**config.mk**
```make
export PLATFORM = sky130hd
export DESIGN_NAME = sdram_burst_engine
export DESIGN_NICKNAME = d
export VERILOG_FILES = /design/src/rtl/sdram_burst_pkg.sv /design/src/rtl/sdram_burst_stats.sv /design/src/rtl/sdram_burst_engine.sv
export SDC_FILE = /design/constraint.sdc
export NUM_CORES = 1
export LEC_CHECK = 0
export CORE_MARGIN = 2
export CORE_UTILIZATION = 45
export DETAILED_ROUTE_END_ITERATION = 12
export MAX_ROUTING_LAYER = met4
export PLACE_DENSITY = 0.78
export SLEW_MARGIN = 20
export SYNTH_ARGS = -nofsm -noshare
export SYNTH_HDL_FRONTEND = slang
export SYNTH_SLANG_ARGS = --single-unit
```
**constraint.sdc**
```tcl
create_clock -name sdram_clk -period 3.95 [get_ports sdram_clk]
set_input_delay 0.5925 -clock sdram_clk [delete_from_list [all_inputs] [get_ports sdram_clk]]
set_output_delay 0.5925 -clock sdram_clk [all_outputs]
set_load 0.03 [all_outputs]
```
**src/rtl/sdram_burst_pkg.sv**
```systemverilog
// Shared constants and state encoding for the SDRAM ring-buffer burst engine.
package sdram_burst_pkg;

  localparam int DEF_DW        = 16;
  localparam int DEF_AW        = 22;
  localparam int DEF_BURST_LEN = 64;
  localparam int CNT_W         = 16;

  typedef enum logic [2:0] {
    S_IDLE  = 3'd0,
    S_WR    = 3'd1,
    S_RD    = 3'd2,
    S_DRAIN = 3'd3,
    S_DONE  = 3'd4
  } burst_state_e;

  // Beat counters must hold the value BURST_LEN itself, hence the extra bit.
  function automatic int beat_cnt_w(input int burst_len);
    return $clog2(burst_len) + 1;
  endfunction

endpackage

```
**src/rtl/sdram_burst_stats.sv**
```systemverilog
// Completed-burst and rejected-command counters (built only with SDRAM_BURST_STATS_EN).
module sdram_burst_stats
  import sdram_burst_pkg::*;
(
  input  logic             sdram_clk,
  input  logic             reset,
  input  logic             wr_done_i,
  input  logic             rd_done_i,
  input  logic             rej_i,
  output logic [CNT_W-1:0] wr_bursts_o,
  output logic [CNT_W-1:0] rd_bursts_o,
  output logic [CNT_W-1:0] rej_cnt_o
);

  logic [CNT_W-1:0] wr_q, rd_q, rej_q;
  logic [CNT_W-1:0] wr_d, rd_d, rej_d;

  // Counters wrap naturally at 2**CNT_W.
  always_comb begin
    wr_d  = wr_q;
    rd_d  = rd_q;
    rej_d = rej_q;
    if (wr_done_i) wr_d = wr_q + CNT_W'(1);
    else           wr_d = wr_q;
    if (rd_done_i) rd_d = rd_q + CNT_W'(1);
    else           rd_d = rd_q;
    if (rej_i)     rej_d = rej_q + CNT_W'(1);
    else           rej_d = rej_q;
  end

  // Counter registers.
  always_ff @(posedge sdram_clk or negedge reset) begin
    if (!reset) begin
      wr_q  <= '0;
      rd_q  <= '0;
      rej_q <= '0;
    end else begin
      wr_q  <= wr_d;
      rd_q  <= rd_d;
      rej_q <= rej_d;
    end
  end

  assign wr_bursts_o = wr_q;
  assign rd_bursts_o = rd_q;
  assign rej_cnt_o   = rej_q;

endmodule

```
**src/rtl/sdram_burst_engine.sv**
```systemverilog
// Moves whole bursts between the input/output FIFOs and an SDRAM ring buffer.
// Optional statistics counters are enabled by defining SDRAM_BURST_STATS_EN.
module sdram_burst_engine
  import sdram_burst_pkg::*;
#(
  parameter int DW        = DEF_DW,
  parameter int AW        = DEF_AW,
  parameter int BURST_LEN = DEF_BURST_LEN
) (
  input  logic          sdram_clk,
  input  logic          reset,
  input  logic          wr_strobe,
  input  logic          rd_strobe,
  output logic          sd_ready,
  input  logic [DW-1:0] in_q,
  input  logic          in_empty,
  output logic          in_rdreq,
  output logic [DW-1:0] out_data,
  output logic          out_wrreq,
  output logic          mem_req,
  output logic          mem_we,
  output logic [AW-1:0] mem_addr,
  output logic [DW-1:0] mem_wdata,
  input  logic          mem_ack,
  input  logic          mem_rvalid,
  input  logic [DW-1:0] mem_rdata,
  output logic [AW:0]   level,
  output logic          ovf
`ifdef SDRAM_BURST_STATS_EN
  ,
  output logic [CNT_W-1:0] wr_bursts,
  output logic [CNT_W-1:0] rd_bursts,
  output logic [CNT_W-1:0] rej_cnt
`endif
);

  localparam logic [2:0] ST_IDLE  = S_IDLE;
  localparam logic [2:0] ST_WR    = S_WR;
  localparam logic [2:0] ST_RD    = S_RD;
  localparam logic [2:0] ST_DRAIN = S_DRAIN;
  localparam logic [2:0] ST_DONE  = S_DONE;

  localparam int CW = beat_cnt_w(BURST_LEN);
  localparam logic [CW-1:0] BL_CNT   = CW'(BURST_LEN);
  localparam logic [CW-1:0] LAST_CNT = CW'(BURST_LEN - 1);
  localparam logic [AW:0]   BL_LVL   = (AW+1)'(BURST_LEN);
  // Highest fill level that still leaves room for one more burst.
  localparam logic [AW:0]   WR_LIMIT = (AW+1)'((1 << AW) - BURST_LEN);

  logic [2:0]    state_q, state_d;
  logic [AW-1:0] wptr_q, wptr_d;
  logic [AW-1:0] rptr_q, rptr_d;
  logic [CW-1:0] ack_cnt_q, ack_cnt_d;
  logic [CW-1:0] rv_cnt_q, rv_cnt_d;
  logic [AW:0]   level_q, level_d;
  logic          ovf_q, ovf_d;
  logic [DW-1:0] out_data_q;
  logic          out_wrreq_q;

  logic          mem_req_s;
  logic          mem_we_s;
  logic [AW-1:0] mem_addr_s;
  logic          rv_take_s;
  logic          wr_done_s;
  logic          rd_done_s;
  logic          rej_s;

  // Read beats are accepted only while a read burst is outstanding.
  assign rv_take_s = mem_rvalid && ((state_q == ST_RD) || (state_q == ST_DRAIN))
                     && (rv_cnt_q != BL_CNT);

  // Burst sequencing, pointer and fill-level bookkeeping.
  always_comb begin
    state_d    = state_q;
    wptr_d     = wptr_q;
    rptr_d     = rptr_q;
    ack_cnt_d  = ack_cnt_q;
    rv_cnt_d   = rv_take_s ? (rv_cnt_q + CW'(1)) : rv_cnt_q;
    level_d    = level_q;
    ovf_d      = ovf_q;
    mem_req_s  = 1'b0;
    mem_we_s   = 1'b0;
    mem_addr_s = '0;
    wr_done_s  = 1'b0;
    rd_done_s  = 1'b0;
    rej_s      = 1'b0;
    case (state_q)
      ST_IDLE: begin
        if (wr_strobe) begin
          if (level_q <= WR_LIMIT) begin
            state_d   = ST_WR;
            ack_cnt_d = '0;
          end else begin
            ovf_d   = 1'b1;
            rej_s   = 1'b1;
            state_d = ST_DONE;
          end
        end else if (rd_strobe) begin
          if (level_q >= BL_LVL) begin
            state_d   = ST_RD;
            ack_cnt_d = '0;
            rv_cnt_d  = '0;
          end else begin
            rej_s   = 1'b1;
            state_d = ST_DONE;
          end
        end else begin
          state_d = ST_IDLE;
        end
      end
      ST_WR: begin
        // An empty input FIFO simply stalls the request.
        mem_req_s  = !in_empty;
        mem_we_s   = 1'b1;
        mem_addr_s = wptr_q;
        if (mem_req_s && mem_ack) begin
          wptr_d    = wptr_q + AW'(1);
          ack_cnt_d = ack_cnt_q + CW'(1);
          if (ack_cnt_q == LAST_CNT) begin
            level_d   = level_q + BL_LVL;
            wr_done_s = 1'b1;
            state_d   = ST_DONE;
          end else begin
            state_d = ST_WR;
          end
        end else begin
          state_d = ST_WR;
        end
      end
      ST_RD: begin
        mem_req_s  = 1'b1;
        mem_addr_s = rptr_q;
        if (mem_ack) begin
          rptr_d    = rptr_q + AW'(1);
          ack_cnt_d = ack_cnt_q + CW'(1);
          if (ack_cnt_q == LAST_CNT) state_d = ST_DRAIN;
          else                       state_d = ST_RD;
        end else begin
          state_d = ST_RD;
        end
      end
      ST_DRAIN: begin
        if (rv_cnt_d == BL_CNT) begin
          level_d   = level_q - BL_LVL;
          rd_done_s = 1'b1;
          state_d   = ST_DONE;
        end else begin
          state_d = ST_DRAIN;
        end
      end
      ST_DONE: state_d = ST_IDLE;
      default: state_d = ST_IDLE;
    endcase
  end

  // Engine state registers; reset discards any stored ring contents.
  always_ff @(posedge sdram_clk or negedge reset) begin
    if (!reset) begin
      state_q     <= ST_IDLE;
      wptr_q      <= '0;
      rptr_q      <= '0;
      ack_cnt_q   <= '0;
      rv_cnt_q    <= '0;
      level_q     <= '0;
      ovf_q       <= 1'b0;
      out_data_q  <= '0;
      out_wrreq_q <= 1'b0;
    end else begin
      state_q     <= state_d;
      wptr_q      <= wptr_d;
      rptr_q      <= rptr_d;
      ack_cnt_q   <= ack_cnt_d;
      rv_cnt_q    <= rv_cnt_d;
      level_q     <= level_d;
      ovf_q       <= ovf_d;
      out_data_q  <= rv_take_s ? mem_rdata : out_data_q;
      out_wrreq_q <= rv_take_s;
    end
  end

  assign sd_ready  = (state_q == ST_IDLE);
  assign mem_req   = mem_req_s;
  assign mem_we    = mem_we_s;
  assign mem_addr  = mem_addr_s;
  assign mem_wdata = in_q;
  assign in_rdreq  = mem_req_s & mem_we_s & mem_ack;
  assign out_data  = out_data_q;
  assign out_wrreq = out_wrreq_q;
  assign level     = level_q;
  assign ovf       = ovf_q;

`ifdef SDRAM_BURST_STATS_EN
  sdram_burst_stats u_stats (
    .sdram_clk   (sdram_clk),
    .reset       (reset),
    .wr_done_i   (wr_done_s),
    .rd_done_i   (rd_done_s),
    .rej_i       (rej_s),
    .wr_bursts_o (wr_bursts),
    .rd_bursts_o (rd_bursts),
    .rej_cnt_o   (rej_cnt)
  );
`else
  logic stats_unused_s;
  assign stats_unused_s = ^{wr_done_s, rd_done_s, rej_s};
`endif

endmodule

```
==> impl_metrics.tcl, run 1 <==
set metrics [dict create \
    cts.sinks 96 \
    via_per_inst 5.783 \
    p_per_area_nw_per_um2 619.4 \
    setup_tns_ns 0 \
    cts-root-buf "clkbuf_16" \
    drt_first_pass_iters 6 \
    syn_area_um2 5233 \
    synth-edff-count 0 \
    cp_max_fo 26 \
    dr_total_vias 4135 \
    globalRouteTotalUtil_pct 20.50 \
    grt_max_degree 86 \
    first_iter_violations 261 \
    irDropWorstVdd_mv 0.2715 \
    met3_length_um 651 \
    port_buffers 83 \
    grt_pass1_vias 4105 \
    rr_worst_depth 9 \
    post-route-period-util_pct 84.84 \
    area_growth_pct 22.41 \
    timing.slew.headroom_pct 37.89 \
    routed.top_layer "met4" \
    antenna_found_initial 0 \
    htreeDepth 3 \
    rsz0062_at_grt "no" \
    synthArstFlopShare_pct 100.0 \
    start_kind "flop" \
    synth_ff_type "dfrtp_1" \
    grt_pass1_wl_um 20350 \
    post_cts_buffers 0 \
    dieArea_um2 12510 \
    slew_viol_final 0 \
    dp_cells 699 \
    core_area_um2 11370 \
    layout-drive-gt1-share_pct 9.965 \
    cts_max_path_buffers 2 \
    cts_buffers 9 \
    min_path_type "in -> async" \
    p_leak_nw 2.754 \
    maxCapViolations 0 \
    netlist-cell-type-count 69 \
    die_w_um 111.8 \
    io_pins 122 \
    rows 39 \
    finalCriticalPeriod_ns 3.351 \
    hold_violations 0 \
    ant_nets 0 \
    path_clk_slew_ns 0.06 \
    fin_skew_ns 0.01172 \
    worstSkewPairLatency_ns 0.35 \
    outcome "completed" \
    antenna_cells 0 \
    synth.avg_cell_area_um2 10.36 \
    arrival_ns 2.76 \
    finalNetCount 615 \
    timing.rr.start "state_q[1]$_DFF_PN0_" \
    post-route-util_pct 56.33 \
    cts-resized-gates 0 \
    fin_cells 715 \
    met1_length_um 5435 \
    yosys_warnings 0 \
    ctsHoldBuffers 0 \
    drc 0 \
    initial_core_util_pct 46.02 \
    cp.required_ns 3.36 \
    fill_cells 971 \
    wl_per_cell_um 17.21 \
    place_congestion 0.9068 \
    crit_path_end_kind "output port" \
    yosysSeqAreaShare_pct 45.91 \
    met2_length_um 5952 \
    grt_overflow 0 \
    tightest_slew_ns 0.9245 \
    cts_tree "done" \
    synth_seq_cells 96 \
    setup.worst_path.class "reg -> out" \
    die_y_um 111.8 \
    place_hpwl_um 8653 \
    cp-startpoint "state_q[1]$_DFF_PN0_" \
    finalSetupViolations 0 \
    max_freq_mhz 298.4 \
    netlist_instances 505 \
    totalWireLength_um 12300 \
]
[layout by cell type (no fill, tap or decap), types with 3 or more instances in the layout]
master,n
dfrtp_1,96
clkdlybuf4s50_1,82
xnor2_1,41
nor2_1,35
nand2_1,33
a22o_1,22
nand3_1,21
xor2_1,21
mux2_2,17
nand4_1,15
and3_1,13
nor3_1,13
a21oi_1,13
inv_1,10
ha_1,9
clkbuf_16,9
and4_1,8
o21ai_0,7
a211oi_2,7
nor4_1,6
conb_1,6
buf_4,6
o2bb2ai_1,5
or2_2,4
nand2b_1,4
or3_1,3
nand3b_1,3
nor2b_1,3
o21bai_1,3
a21o_1,3
bufinv_16,3
[cells by family (layout without fill, tap and decap cells)]
kind of cell,after synthesis,in the layout,share of synthesized area (%)
multiplexers,18,18,3.850
adder cells (fa/ha/maj),9,9,2.152
XOR/XNOR,62,62,10.38
AND/OR/NAND/NOR,179,179,18.63
AO/OA/AOI/OAI,86,86,13.37
flip-flops,96,96,45.91
other,1,6,0.07167
buffers and inverters,54,116,5.643
[cell usage after synthesis (3+ instances only)]
| library cell | instances | area share (%) |
|---|---|---|
| o21bai_1 | 3 | 0.43 |
| nor4_1 | 6 | 0.72 |
| and4_1 | 8 | 1.3 |
| a21o_1 | 3 | 0.43 |
| a21oi_1 | 13 | 1.2 |
| buf_4 | 22 | 3.2 |
| or2_2 | 4 | 0.48 |
| nand2_1 | 33 | 2.4 |
| ha_1 | 9 | 2.2 |
| nand4_1 | 15 | 1.8 |
| nor2_1 | 35 | 2.5 |
| a211oi_2 | 7 | 1.7 |
| nand2b_1 | 4 | 0.48 |
| nor3_1 | 13 | 1.2 |
| mux2_2 | 17 | 3.7 |
| dfrtp_1 | 96 | 46 |
| or3_1 | 3 | 0.36 |
| nand3_1 | 21 | 2.0 |
| xnor2_1 | 41 | 6.9 |
| nand3b_1 | 3 | 0.43 |
| inv_1 | 10 | 0.72 |
| clkbuf_1 | 16 | 1.1 |
| and3_1 | 13 | 1.6 |
| o21ai_0 | 7 | 0.67 |
| nor2b_1 | 3 | 0.36 |
| a22o_1 | 22 | 3.7 |
| xor2_1 | 21 | 3.5 |
| o2bb2ai_1 | 5 | 0.84 |
[worst max-delay path, cell delays in order, from the launching register on]
cell	delay (ns)
dfrtp_1	0.47
or3b_1	0.50
inv_2	0.39
nand2_1	0.25
inv_1	0.13
clkdlybuf4s50_1	0.68
[cell type report]
type | count | area [um2] | share of cell area (%)
clock buffers | 11 | 242.7 | 3.790
clock inverters | 5 | 103.9 | 1.621
inverters | 11 | 41.29 | 0.6447
multi-input cells | 360 | 2559 | 39.95
flip-flops and latches | 96 | 2402 | 37.51
well taps | 143 | 178.9 | 2.794
repair buffers | 89 | 877.1 | 13.69
[per-layer routing]
layer  global-route usage [%]  up-vias
met4                    7.325        0
met5                        -        -
li1                         -     1919
met1                    27.23     2070
met2                    31.92      125
met3                    3.484       21
[power breakdown]
part           switching [mW]  internal [mW]
registers               0.224           1.19
clock network           0.368          0.636
logic                   0.915          0.636
[flip-flops by register name, summed over array words and instances, names as in the netlist]
register	cells
ack_cnt_q	7
level	17
out_data	16
out_wrreq	1
ovf	1
rptr_q	22
rv_cnt_q	7
state_q	3
wptr_q	22
[worst paths after layout]
check,endpoint,slack [ns]
setup reg to reg,wptr_q[17]$_DFFE_PN0P_,1.01
max in group asynchronous,rv_cnt_q[3]$_DFF_PN0_,2.98
min in group sdram_clk,ovf$_DFFE_PN0P_,0.47
hold reg to reg,ovf$_DFFE_PN0P_,0.47
setup / recovery,in_rdreq,0.60
hold / removal,out_data[7]$_DFFE_PN0N_,0.29
[through the flow]
stage / hold slack (ns) / setup slack, ns / area [um2] / total power [mW]
after global routing: 0.3670 / 0.4566 / 6405 / 4.156
after detailed placement: 0.4610 / 0.9889 / 6055 / 2.967
after global placement: 0.4669 / 1.030 / 6055 / 2.926
after floorplan: 0.2969 / 1.376 / 5251 / 2.440
final: 0.2941 / 0.5987 / 6405 / 3.967
after CTS: 0.4747 / 0.6014 / 6401 / 3.982
No activity file was read; power rests on OpenSTA's default activity.
==> inputs of run 2 (changes only) <==
--- a/config.mk
+++ b/config.mk
@@ -9,7 +9,7 @@
 export CORE_UTILIZATION = 45
 export DETAILED_ROUTE_END_ITERATION = 12
 export MAX_ROUTING_LAYER = met4
-export PLACE_DENSITY = 0.78
+export PLACE_DENSITY = 0.81
 export SLEW_MARGIN = 20
 export SYNTH_ARGS = -nofsm -noshare
 export SYNTH_HDL_FRONTEND = slang
==> constraint.sdc (replaced) <==
create_clock -name sdram_clk -period 3 [get_ports sdram_clk]
set_input_delay 0.45 -clock sdram_clk [delete_from_list [all_inputs] [get_ports sdram_clk]]
set_output_delay 0.45 -clock sdram_clk [all_outputs]
set_load 0.03 [all_outputs]
==> impl_metrics.tcl, run 2 (synthesis results as in run 1) <==
set metrics [dict create \
    cp-startpoint "state_q[1]$_DFF_PN0_" \
    die_w_um 111.8 \
    fin_skew_ns 0.005495 \
    finalSetupViolations 0 \
    via_per_inst 5.823 \
    grt_pass1_vias 4181 \
    dr_total_vias 4222 \
    timing.rr.start "rv_cnt_q[0]$_DFF_PN0_" \
    initial_core_util_pct 46.02 \
    ctsHoldBuffers 0 \
    tightest_slew_ns 0.9947 \
    design_area_um2 6486 \
    maxCapViolations 0 \
    post_cts_buffers 0 \
    p_per_area_nw_per_um2 812.4 \
    power_mw 5.270 \
    hold_violations 0 \
    cts_tree "done" \
    finalCriticalPeriod_ns 2.856 \
    cts_buffers 9 \
    ant_nets 0 \
    drc 0 \
    rr_worst_depth 7 \
    p_leak_nw 2.807 \
    place_congestion 0.9415 \
    antenna_cells 0 \
    totalWireLength_um 12380 \
    wl_per_cell_um 17.08 \
    finalNetCount 625 \
    max_freq_mhz 350.1 \
    min_path_type "in -> async" \
    start_kind "flop" \
    cp_max_fo 26 \
    area_growth_pct 23.96 \
    layout-drive-gt1-share_pct 11.86 \
    crit_path_end_kind "output port" \
    grt_overflow 0 \
    holdWs_ns 0.1585 \
    cts-root-buf "clkbuf_16" \
    slew_viol_final 0 \
    path_clk_slew_ns 0.07 \
    rrSetupSlack_ns 0.32 \
    htreeDepth 3 \
    place_hpwl_um 8733 \
    post-route-period-util_pct 95.21 \
    rsz0062_at_grt "no" \
    core_area_um2 11370 \
    grt_pass1_wl_um 20460 \
    place_area_um2 6140 \
    port_buffers 83 \
    antenna_found_initial 0 \
    worstSkewPairLatency_ns 0.35 \
    io_pins 122 \
    drt_first_pass_iters 5 \
    first_iter_violations 275 \
    die_y_um 111.8 \
    rows 39 \
    setup_tns_ns 0 \
    cts_max_path_buffers 2 \
    globalRouteTotalUtil_pct 20.68 \
    timing.slew.headroom_pct 33.18 \
    cts.sinks 96 \
    grt_max_degree 57 \
    arrival_ns 2.41 \
    layout_commonest_cell "dfrtp_1" \
    cts-resized-gates 0 \
    dieArea_um2 12510 \
    timing.rr.end "level[21]$_DFFE_PN0P_" \
    outcome "completed" \
    final_cell_mix "dfrtp_1 (96), clkdlybuf4s50_1 (81), xnor2_1 (41)" \
    setup.worst_path.class "reg -> out" \
    cp.required_ns 2.55 \
    irDropWorstVdd_mv 0.3813 \
]
run 2: how the worst max path moves through the flow:
| stage | to | slack (ns) | cells past startpoint |
|---|---|---|---|
| floorplan | mem_addr[0] | 0.57 | 5 |
| global placement | level[22]$_DFFE_PN0P_ | 0.37 | 7 |
| detailed placement | level[21]$_DFFE_PN0P_ | 0.29 | 7 |
| CTS | mem_addr[11] | 0.05 | 4 |
| global route | mem_addr[1] | 0.05 | 4 |
| finish | mem_addr[13] | 0.14 | 4 |
run 2: final cells by class:
type | instances | area (um2)
clock buffers | 9 | 225.2
repair buffers | 99 | 958.4
fillers | 910 | 4883
inverters | 11 | 42.54
flip-flops and latches | 96 | 2402
multi-input cells | 360 | 2559
clock inverters | 7 | 120.1
well taps | 143 | 178.9
run 2: worst max-delay path, cell delays in order (launching register included):
cell             delay (ns)
dfrtp_1                0.38
or3b_1                 0.47
clkinv_2               0.31
a22o_1                 0.23
clkdlybuf4s50_1        0.67
run 2: where the power goes:
part | leakage (nW) | internal (mW) | total (mW) | switching, mW
Combinational | 1.39 | 0.876 | 2.11 | 1.24
Clock | 0.166 | 0.816 | 1.32 | 0.503
Sequential | 1.25 | 1.56 | 1.84 | 0.275
Total | 2.81 | 3.25 | 5.27 | 2.02
run 2: routing by layer:
layer | global-route usage (%) | part of all wire, % | vias to the layer above
met1 | 25.42 | 42 | 2080
met5 | - | 0 | -
met3 | 3.647 | 5.3 | 32
met2 | 34.10 | 50 | 162
met4 | 8.066 | 2.5 | 0
li1 | - | - | 1948
run 2: per-stage QoR:
stage	cells	util, %	worst slack [ns]
floorplan	510	-	0.5684
global placement	709	54.00	0.3708
detailed placement	709	54.00	0.2940
CTS	725	57.04	0.05259
global route	725	57.05	0.05285
finish	725	57.05	0.1438
==> inputs of run 3 (changes only) <==
--- a/config.mk
+++ b/config.mk
@@ -5,11 +5,12 @@
 export SDC_FILE = /design/constraint.sdc
 export NUM_CORES = 1
 export LEC_CHECK = 0
+export CORE_ASPECT_RATIO = 1.4
 export CORE_MARGIN = 2
-export CORE_UTILIZATION = 45
+export CORE_UTILIZATION = 41
 export DETAILED_ROUTE_END_ITERATION = 12
 export MAX_ROUTING_LAYER = met4
-export PLACE_DENSITY = 0.81
+export PLACE_DENSITY = 0.75
 export SLEW_MARGIN = 20
 export SYNTH_ARGS = -nofsm -noshare
 export SYNTH_HDL_FRONTEND = slang
==> impl_metrics.tcl, run 3 (synthesis results as in run 1) <==
set metrics [dict create \
    outcome "completed" \
    slew_viol_final 0 \
    fin_skew_ns 0.007548 \
    cts.sinks 96 \
    fill_cells 1068 \
    place_area_um2 6141 \
    multi_input_area_um2 2559 \
    grt_overflow 0 \
    worstSkewPairLatency_ns 0.35 \
    p_per_area_nw_per_um2 797.5 \
    drc 0 \
    wl_per_cell_um 17.01 \
    core_area_um2 12370 \
    min_path_type "in -> async" \
    antenna_found_initial 0 \
    hold_violations 0 \
    io_pins 122 \
    rrSetupSlack_ns 0.27 \
    via_per_inst 5.627 \
    crit_path_end_kind "output port" \
    layout-drive-gt1-share_pct 11.70 \
    antenna_cells 0 \
    arrival_ns 2.46 \
    ant_nets 0 \
    design_area_um2 6460 \
    maxCapViolations 0 \
    first_iter_violations 200 \
    tightest_slew_ns 0.9516 \
    initial_core_util_pct 42.29 \
    start_kind "flop" \
    dr_total_vias 4113 \
    rr_worst_depth 7 \
    p_leak_nw 2.849 \
    cts_buffers 9 \
    htreeDepth 3 \
    regArea_um2 2402 \
    timing.slew.headroom_pct 36.08 \
    totalWireLength_um 12430 \
    die_y_um 137.7 \
    cp.required_ns 2.55 \
    cts_max_path_buffers 2 \
    cts_tree "done" \
    ctsHoldBuffers 0 \
    irDropWorstVdd_mv 0.4174 \
    max_freq_mhz 343.2 \
    cts-root-buf "clkbuf_16" \
    drt_first_pass_iters 5 \
    cp_max_fo 26 \
    area_growth_pct 23.46 \
    place_hpwl_um 9017 \
    grt_pass1_vias 4179 \
    final_cell_mix "dfrtp_1 (96), clkdlybuf4s50_1 (77), xnor2_1 (41)" \
    setup.worst_path.class "reg -> out" \
    post-route-period-util_pct 97.13 \
    dieArea_um2 13690 \
    globalRouteTotalUtil_pct 19.64 \
    finalCriticalPeriod_ns 2.914 \
    finalSetupViolations 0 \
    layout_commonest_cell "dfrtp_1" \
    place_congestion 0.9051 \
    die_w_um 99.48 \
    grt_max_degree 62 \
    grt_pass1_wl_um 20740 \
    rows 48 \
    path_clk_slew_ns 0.07 \
    setup_tns_ns 0 \
    port_buffers 83 \
    finalNetCount 624 \
    rsz0062_at_grt "no" \
]
run 3: changes by cell type in the layout (fill, tap and decap cells not counted):
cell             before  now
buf_4                17   16
bufinv_16             3    1
clkdlybuf4s50_1      81   77
clkinv_2              2    1
clkinv_4              2    0
clkinvlp_4            1    2
dlymetal6s2s_1        0    4
inv_6                 0    3
inv_8                 0    1
run 3: metrics by stage:
stage          cells  utilization, %  hold WS (ns)  setup WS (ns)  power [mW]
2_1_floorplan    510               -        0.1544         0.5684       3.212
3_3_place_gp     715           49.64        0.4577         0.2934       3.900
3_5_place_dp     715           49.64        0.4653         0.2242       3.974
4_1_cts          731           52.11        0.2100        0.02750       5.178
5_1_grt          731           52.21        0.2457       0.002026       5.434
6_report         731           52.21        0.1817        0.08602       5.152
run 3: area by class of cell:
cell class                 instances  area share, %
inverter                          11         0.7166
sequential                        96          37.19
clock inverter                     7          1.220
clock buffer                       9          3.486
timing repair buffer              98          14.88
tap                              150          2.905
multi-input combinational        360          39.61
run 3: final timing paths:
check                                     start                        to
max in group asynchronous                 reset     wptr_q[3]$_DFFE_PN0P_
min                                       reset   out_data[8]$_DFFE_PN0N_
max                        state_q[0]$_DFF_PN0_               mem_addr[2]
min reg2reg                     ovf$_DFFE_PN0P_           ovf$_DFFE_PN0P_
max reg2reg                level[7]$_DFFE_PN0P_  ack_cnt_q[6]$_DFFE_PN0P_
min in group sdram_clk          ovf$_DFFE_PN0P_           ovf$_DFFE_PN0P_
run 3: per-layer routing:
metal,track usage [%],vias to the layer above,part of all wire [%]
li1,-,1940,-
met1,22.47,2059,41
met2,34.50,101,53
met3,3.907,13,4.2
met4,6.469,0,1.5
met5,-,-,0
run 3: critical path: stages (launching register included):
cell and delay [ns]:
dfrtp_1 0.49, or3b_1 0.52, inv_6 0.23, a22o_1 0.20, clkdlybuf4s50_1 0.67
run 3: timing repair:
| action | CTS | global route |
|---|---|---|
| gates resized for setup | 1 | 5 |
| buffers inserted | 0 | 0 |
| setup endpoints to repair | 22 | 22 |
| gates cloned | 0 | 0 |
run 3: report_power, final:
part / switching (mW) / internal (mW) / total, mW
Combinational: 1.25 / 0.871 / 2.12
Clock: 0.530 / 0.657 / 1.19
Sequential: 0.281 / 1.56 / 1.84
